File: config.mk
export PLATFORM = sky130hd
export DESIGN_NAME = mod_barrett_param_gen_32b_flat
export DESIGN_NICKNAME = d
export VERILOG_FILES = /design/src/rtl/mod_barrett_param_gen_32b_if.sv /design/src/rtl/mod_barrett_param_gen_32b.sv /design/src/flat_wrapper.sv
export SDC_FILE = /design/constraint.sdc
export NUM_CORES = 1
export LEC_CHECK = 0
export BUFFER_PORTS_ARGS = -buffer_cell sky130_fd_sc_hd__buf_4
export CAP_MARGIN = 20
export CORE_ASPECT_RATIO = 0.7
export CORE_MARGIN = 2
export CORE_UTILIZATION = 54
export DETAILED_ROUTE_END_ITERATION = 12
export MAX_ROUTING_LAYER = met4
export PLACE_DENSITY = 0.77
export SYNTH_ARGS = -nofsm -noshare
export SYNTH_HDL_FRONTEND = slang
export SYNTH_SLANG_ARGS = --single-unit
File: constraint.sdc
create_clock -name iClk -period 3.4 [get_ports iClk]
set_input_delay 0.17 -clock iClk [delete_from_list [all_inputs] [get_ports iClk]]
set_output_delay 0.17 -clock iClk [all_outputs]
set_load 0.005 [all_outputs]
File: src/rtl/mod_barrett_param_gen_32b_if.sv
// Handshake and result bundle between the Barrett parameter generator and its controller.
// The master side requests computations; the slave side (the generator) returns K/U.
interface mod_barrett_param_gen_32b_if #(
    parameter int DW = 32
);
    localparam int KW = $clog2(DW) + 1;

    logic              iEn;
    logic              iClr;
    logic              iStart;
    logic [DW-1:0]     iMod;
    logic              oBusy;
    logic              oDone;
    logic              oErr;
    logic              oValid;
    logic [KW-1:0]     oK;
    logic [2*DW-1:0]   oU;

    modport master (
        output iEn, iClr, iStart, iMod,
        input  oBusy, oDone, oErr, oValid, oK, oU
    );

    modport slave (
        input  iEn, iClr, iStart, iMod,
        output oBusy, oDone, oErr, oValid, oK, oU
    );
endinterface

File: src/rtl/mod_barrett_param_gen_32b.sv
// Barrett constant generator: K = bitlen(M), U = floor(2^(2K)/M) via a restoring divider,
// one quotient bit per cycle. Results are held until the next computation completes.
//
// state  | meaning
// IDLE   | waiting for iStart, results held
// NORM   | priority-encode K from captured M, prime divider
// DIV    | 2K+1 restoring-divide iterations, MSB of dividend first
// DONE   | oDone (and oErr for M=0) asserted, results just updated
module mod_barrett_param_gen_32b #(
    parameter int DW = 32
) (
    input  logic                          iClk,
    input  logic                          iRstN,
    mod_barrett_param_gen_32b_if.slave    bus
);
    localparam int KW = $clog2(DW) + 1;
    localparam int CW = KW + 1;

    typedef enum logic [1:0] {
        S_IDLE = 2'd0,
        S_NORM = 2'd1,
        S_DIV  = 2'd2,
        S_DONE = 2'd3
    } state_t;

    state_t           state_q, state_d;
    logic [DW-1:0]    mod_q, mod_d;
    logic [KW-1:0]    k_q, k_d;
    logic [CW-1:0]    cnt_q, cnt_d;
    logic [DW:0]      r_q, r_d;
    logic [2*DW-1:0]  q_q, q_d;
    logic             err_q, err_d;
    logic [KW-1:0]    ok_q, ok_d;
    logic [2*DW-1:0]  ou_q, ou_d;
    logic             valid_q, valid_d;

    logic [KW-1:0]    msb_k;
    logic             div_bit;
    logic [DW+1:0]    r_shift;
    logic             sub_ge;
    logic [DW:0]      r_sub;
    logic [DW:0]      r_next;
    logic [2*DW-1:0]  q_next;

    always_comb begin
        msb_k = '0;
        for (int i = 0; i < DW; i++) begin
            if (mod_q[i]) msb_k = KW'(i + 1);
        end
    end

    // Dividend 2^(2K) is a single 1 followed by 2K zeros; the 1 lands on the first iteration.
    always_comb begin
        div_bit = (cnt_q == {k_q, 1'b1});
        r_shift = {r_q, div_bit};
        sub_ge  = (r_shift >= {2'b00, mod_q});
        // When subtracting, the result is below M, so the low DW+1 bits are exact.
        r_sub   = r_shift[DW:0] - {1'b0, mod_q};
        r_next  = sub_ge ? r_sub : r_shift[DW:0];
        q_next  = (q_q << 1) | {{(2*DW-1){1'b0}}, sub_ge};
    end

    always_comb begin
        state_d = state_q;
        mod_d   = mod_q;
        k_d     = k_q;
        cnt_d   = cnt_q;
        r_d     = r_q;
        q_d     = q_q;
        err_d   = err_q;
        ok_d    = ok_q;
        ou_d    = ou_q;
        valid_d = valid_q;

        if (bus.iClr) begin
            state_d = S_IDLE;
            mod_d   = '0;
            k_d     = '0;
            cnt_d   = '0;
            r_d     = '0;
            q_d     = '0;
            err_d   = 1'b0;
            ok_d    = '0;
            ou_d    = '0;
            valid_d = 1'b0;
        end else if (bus.iEn) begin
            unique case (state_q)
                S_IDLE: begin
                    if (bus.iStart) begin
                        mod_d   = bus.iMod;
                        valid_d = 1'b0;
                        state_d = S_NORM;
                    end
                end
                S_NORM: begin
                    if (mod_q == '0) begin
                        ok_d    = '0;
                        ou_d    = '1;
                        err_d   = 1'b1;
                        valid_d = 1'b1;
                        state_d = S_DONE;
                    end else begin
                        k_d     = msb_k;
                        cnt_d   = {msb_k, 1'b1};
                        r_d     = '0;
                        q_d     = '0;
                        err_d   = 1'b0;
                        state_d = S_DIV;
                    end
                end
                S_DIV: begin
                    r_d   = r_next;
                    q_d   = q_next;
                    cnt_d = cnt_q - CW'(1);
                    if (cnt_q == CW'(1)) begin
                        ok_d    = k_q;
                        ou_d    = q_next;
                        valid_d = 1'b1;
                        state_d = S_DONE;
                    end
                end
                S_DONE: begin
                    state_d = S_IDLE;
                end
                default: begin
                    state_d = S_IDLE;
                end
            endcase
        end
    end

    always_ff @(posedge iClk or negedge iRstN) begin
        if (!iRstN) begin
            state_q <= S_IDLE;
            mod_q   <= '0;
            k_q     <= '0;
            cnt_q   <= '0;
            r_q     <= '0;
            q_q     <= '0;
            err_q   <= 1'b0;
            ok_q    <= '0;
            ou_q    <= '0;
            valid_q <= 1'b0;
        end else begin
            state_q <= state_d;
            mod_q   <= mod_d;
            k_q     <= k_d;
            cnt_q   <= cnt_d;
            r_q     <= r_d;
            q_q     <= q_d;
            err_q   <= err_d;
            ok_q    <= ok_d;
            ou_q    <= ou_d;
            valid_q <= valid_d;
        end
    end

    // oDone follows the DONE state so a stall there stretches nothing but holds the pulse.
    assign bus.oBusy  = (state_q != S_IDLE);
    assign bus.oDone  = (state_q == S_DONE);
    assign bus.oErr   = (state_q == S_DONE) && err_q;
    assign bus.oValid = valid_q;
    assign bus.oK     = ok_q;
    assign bus.oU     = ou_q;
endmodule

File: src/flat_wrapper.sv
// flat-port wrapper written by rule: the top's interface ports become plain ports
module mod_barrett_param_gen_32b_flat 
#(
    parameter int DW = 32
)
  (iClk, iRstN, bus_iEn, bus_iClr, bus_iStart, bus_iMod, bus_oBusy, bus_oDone, bus_oErr, bus_oValid, bus_oK, bus_oU);
  mod_barrett_param_gen_32b_if #(.DW(DW)) bus_i ();
  input  logic iClk;
  input  logic iRstN;
  input wire logic [$bits(bus_i.iEn)-1:0] bus_iEn;
  input wire logic [$bits(bus_i.iClr)-1:0] bus_iClr;
  input wire logic [$bits(bus_i.iStart)-1:0] bus_iStart;
  input wire logic [$bits(bus_i.iMod)-1:0] bus_iMod;
  output wire logic [$bits(bus_i.oBusy)-1:0] bus_oBusy;
  output wire logic [$bits(bus_i.oDone)-1:0] bus_oDone;
  output wire logic [$bits(bus_i.oErr)-1:0] bus_oErr;
  output wire logic [$bits(bus_i.oValid)-1:0] bus_oValid;
  output wire logic [$bits(bus_i.oK)-1:0] bus_oK;
  output wire logic [$bits(bus_i.oU)-1:0] bus_oU;
  assign bus_i.iEn = bus_iEn;
  assign bus_i.iClr = bus_iClr;
  assign bus_i.iStart = bus_iStart;
  assign bus_i.iMod = bus_iMod;
  assign bus_oBusy = bus_i.oBusy;
  assign bus_oDone = bus_i.oDone;
  assign bus_oErr = bus_i.oErr;
  assign bus_oValid = bus_i.oValid;
  assign bus_oK = bus_i.oK;
  assign bus_oU = bus_i.oU;
  mod_barrett_param_gen_32b #(.DW(DW)) u_core (.iClk(iClk), .iRstN(iRstN), .bus(bus_i));
endmodule
==> results.py <==
metrics = {
    "yosys": {
        "synth.avg_cell_area_um2": 8.571,
        "synth_fp_nets": 1402,
        "synth_edf_count": 0,
        "async_flop_share_pct": 100.0,
        "yosys-top-cells-area": "dfrtp_1, nand2_1, o21ai_0",
        "yosys.area.top_type": "dfrtp_1",
        "yosysSeqAreaShare_pct": 47.37,
        "ys_types": 72,
        "synthFlopType": "dfrtp_1",
        "synth_warnings": 0,
        "synthCells": 1325,
        "yosysTopAreaCellShare_pct": 47.37,
        "ys_seq_elements": 215,
        "syn_area_um2": 11360,
    },
    "worst_setup_path": {
        "ff2ff_setup_slack_ns": -0.08,
        "path_cells": "xor2_1 -> nor4_2 -> nand4_1 -> ha_2 -> fa_2 -> nor2b_1 -> o21a_1 -> o211a_1 -> o2111a_1 -> o21a_1 -> o211ai_2 -> a22o_4 -> buf_12 -> a32oi_1 -> o31ai_1",
        "cp_top_family": "compound AO/OA/AOI/OAI gates",
        "max_stage_delay_ns": 0.38,
        "cp.arrival_ns": 3.83,
        "crit_required_ns": 3.75,
        "path_buf_inv": 1,
        "worst-r2r-cell-count": 15,
        "end_kind": "flop",
        "worstSetupPathType": "flop to flop",
        "crit_slowest_cell": "dfrtp_1",
        "r2r-start": "u_core.k_q[3]",
        "crit_top_cell": "o21a_1",
        "worst-path-max-fanout": 9,
        "worst_setup_path_start_kind": "flop",
        "reg2reg_to": "u_core.r_q[29]",
    },
    "power_and_ir_drop": {
        "ir_drop_mv": 0.6048,
        "powerDensity_nw_per_um2": 887.5,
        "cellLeakagePower_uw": 0.006334,
    },
    "worst_hold_path": {
        "min_path_cells": 4,
        "holdCritPathClass": "input port to flop",
        "min_from": "bus_iClr",
        "hold_path_end": "u_core.r_q[32]",
    },
    "timing": {
        "final.setup.worst_slack_ns": -0.08047,
        "fmax_mhz": 287.3,
        "final-setup-viol-count": 25,
        "fin_crit_ns": 3.480,
        "skew_ns": 0.01874,
        "post-route-period-util_pct": 102.4,
        "rsz0062_at_grt": "true",
        "finalHoldViolations": 0,
        "slew_viol_final": 0,
        "worstMarginPinSlew_ns": 0.9953,
        "relSlewSlack_pct": 33.65,
    },
    "drt": {
        "routed_wl_mm": 29.13,
        "viasPerCell": 5.825,
        "drc": 0,
        "drtPass1Iterations": 5,
        "drt_iter0_drc": 957,
        "final_antenna_net_count": 0,
        "wl_per_cell_um": 16.72,
        "via_count": 10150,
    },
    "final_layout": {
        "fill_cells": 1671,
        "final_common_cell": "nand2_1",
        "drive_gt1_share_pct": 15.76,
        "syn2layout_area_growth_pct": 21.74,
        "instances_no_fill": 1742,
        "final_nets": 1531,
        "final_cell_mix": "nand2_1, o21ai_0, dfrtp_1",
        "post-route-util_pct": 66.79,
        "insertedDiodeCount": 0,
        "final_area_um2": 13830,
    },
    "place": {
        "dp_cells": 1660,
        "io_buffers": 110,
        "placed_cell_area_um2": 12520,
        "place_congestion": 0.9527,
        "dp_worst_setup_slack_ns": -0.2699,
        "hpwl_mm": 19.11,
    },
    "floorplanning": {
        "die_width_um": 177.3,
        "core_um2": 20700,
        "die_h_um": 125.3,
        "rows": 44,
        "start_util_pct": 54.87,
        "dieArea_um2": 22230,
        "pin_count": 111,
    },
    "global_route": {
        "grt_overflow_total": 0,
        "grt_max_degree": 103,
        "grt_pass1_wl_mm": 47.49,
        "grt_pass1_vias": 9389,
        "grtUsageTotal_pct": 26.84,
        "antenna_found_initial": 0,
    },
    "run_status": {
        "outcome": "complete, but fails checks",
        "failed_checks": "negative setup slack",
    },
    "clocking": {
        "cts-htree-levels": 1,
        "cts_made_buffers": 21,
        "cts_buffer_depth": 3,
        "cts_tree": "done",
        "path_clk_slew_ns": 0.06,
        "clk_latency_ns": 0.50,
        "cts_sinks": 215,
        "clockRootBuffer": "clkbuf_16",
    },
    "job": {
        "maxCapViolCount": 0,
    },
}
[cell usage after synthesis (5+ instances only)]
master      n
o21ai_1     7
nor2_1     38
nand3_1    29
clkbuf_1   65
nor4_1     12
buf_2      17
o21ai_0   234
nand4_1     7
nor3_1     17
nand2b_1    5
a21oi_1    79
xor2_1     13
nor2b_1     6
a21o_1     13
dfrtp_1   215
xnor2_1    15
a31oi_1     7
mux2i_1    24
o211ai_1    6
nand2_1   321
inv_1      49
ha_1       39
o21bai_1    5
o311ai_0   14
o21a_1     11
[metal layers]
layer  track usage [%]  vias up  part of all wire (%)
li1                  -     4848                     -
met1             40.97     4860                    48
met2             37.10      395                    42
met3             5.170       45                   7.8
met4             5.689        0                   1.8
met5                 -        -                     0
[repair_timing]
item / in CTS / in global routing
hold buffers: 34 / 0
gates cloned: 2 / 2
buffers inserted: 5 / 5
gates resized for setup: 28 / 14
setup endpoints to repair: 34 / 35
hold endpoints to repair: 132 / 0
pin swaps: 14 / 13
[final cells by class]
class | count | area, um2 | area share, %
clock inverters | 8 | 92.59 | 0.6697
repair buffers | 193 | 1660 | 12.01
clock buffers | 27 | 578.1 | 4.181
well taps | 276 | 345.3 | 2.498
inverters | 49 | 183.9 | 1.330
multi-input cells | 974 | 5585 | 40.40
flip-flops and latches | 215 | 5380 | 38.91
[worst max path at each step]
stage | from | end | slack (ns) | cells after the start
after CTS | u_core.k_q[3] | u_core.r_q[3] | -0.10 | 16
after global routing | u_core.k_q[3] | u_core.r_q[2] | -0.20 | 14
after floorplan | u_core.cnt_q[4] | u_core.r_q[31] | 0.01 | 16
after detailed placement | u_core.k_q[3] | u_core.r_q[8] | -0.27 | 14
after global placement | u_core.k_q[3] | u_core.r_q[0] | -0.11 | 15
final | u_core.k_q[3] | u_core.r_q[29] | -0.08 | 15
[power breakdown]
group	internal, uW	total [uW]	switching (uW)
combinational	3050	6610	3560
sequential	3000	3340	343
clock	1350	2320	969
[registers in the layout, indices dropped and copies added (netlist names)]
name and count:
u_core.k_q 6, u_core.q_q 63, u_core.mod_q 32, u_core.bus.oValid 1, u_core.state_q 2, u_core.bus.oU 64
u_core.r_q 33, u_core.err_q 1, u_core.bus.oK 6, u_core.cnt_q 7
[per-stage QoR]
| step | setup TNS [ns] | power (uW) | hold slack [ns] |
|---|---|---|---|
| final | -0.8050 | 12270 | 0.1679 |
| after global routing | -5.460 | 13040 | 0.1670 |
| after CTS | -1.645 | 11980 | 0.1362 |
| after detailed placement | -5.433 | 8892 | 0.3128 |
| after global placement | -1.591 | 8785 | 0.3177 |
| after floorplan | 0 | 7171 | -0.1256 |
[logic make-up (layout without fill, tap and decap cells)]
kind of cell / after synthesis / count (layout) / synth area share, %
AOI/OAI and AO/OA: 417 / 418 / 21.13
xor gates and xnor gates: 28 / 28 / 2.159
adders and majority gates: 40 / 40 / 4.473
buffers and inverters: 137 / 277 / 5.046
DFF: 215 / 215 / 47.37
muxes: 25 / 25 / 2.214
and+or+nand+nor: 463 / 463 / 17.61
[worst min-delay path, delay by kind of cell]
kind | cells | cell delay, ns
compound gates | 1 | 0.10
buf+inv | 2 | 0.19
simple gates | 1 | 0.15
Note: power is estimated with default switching activity, not from simulation.
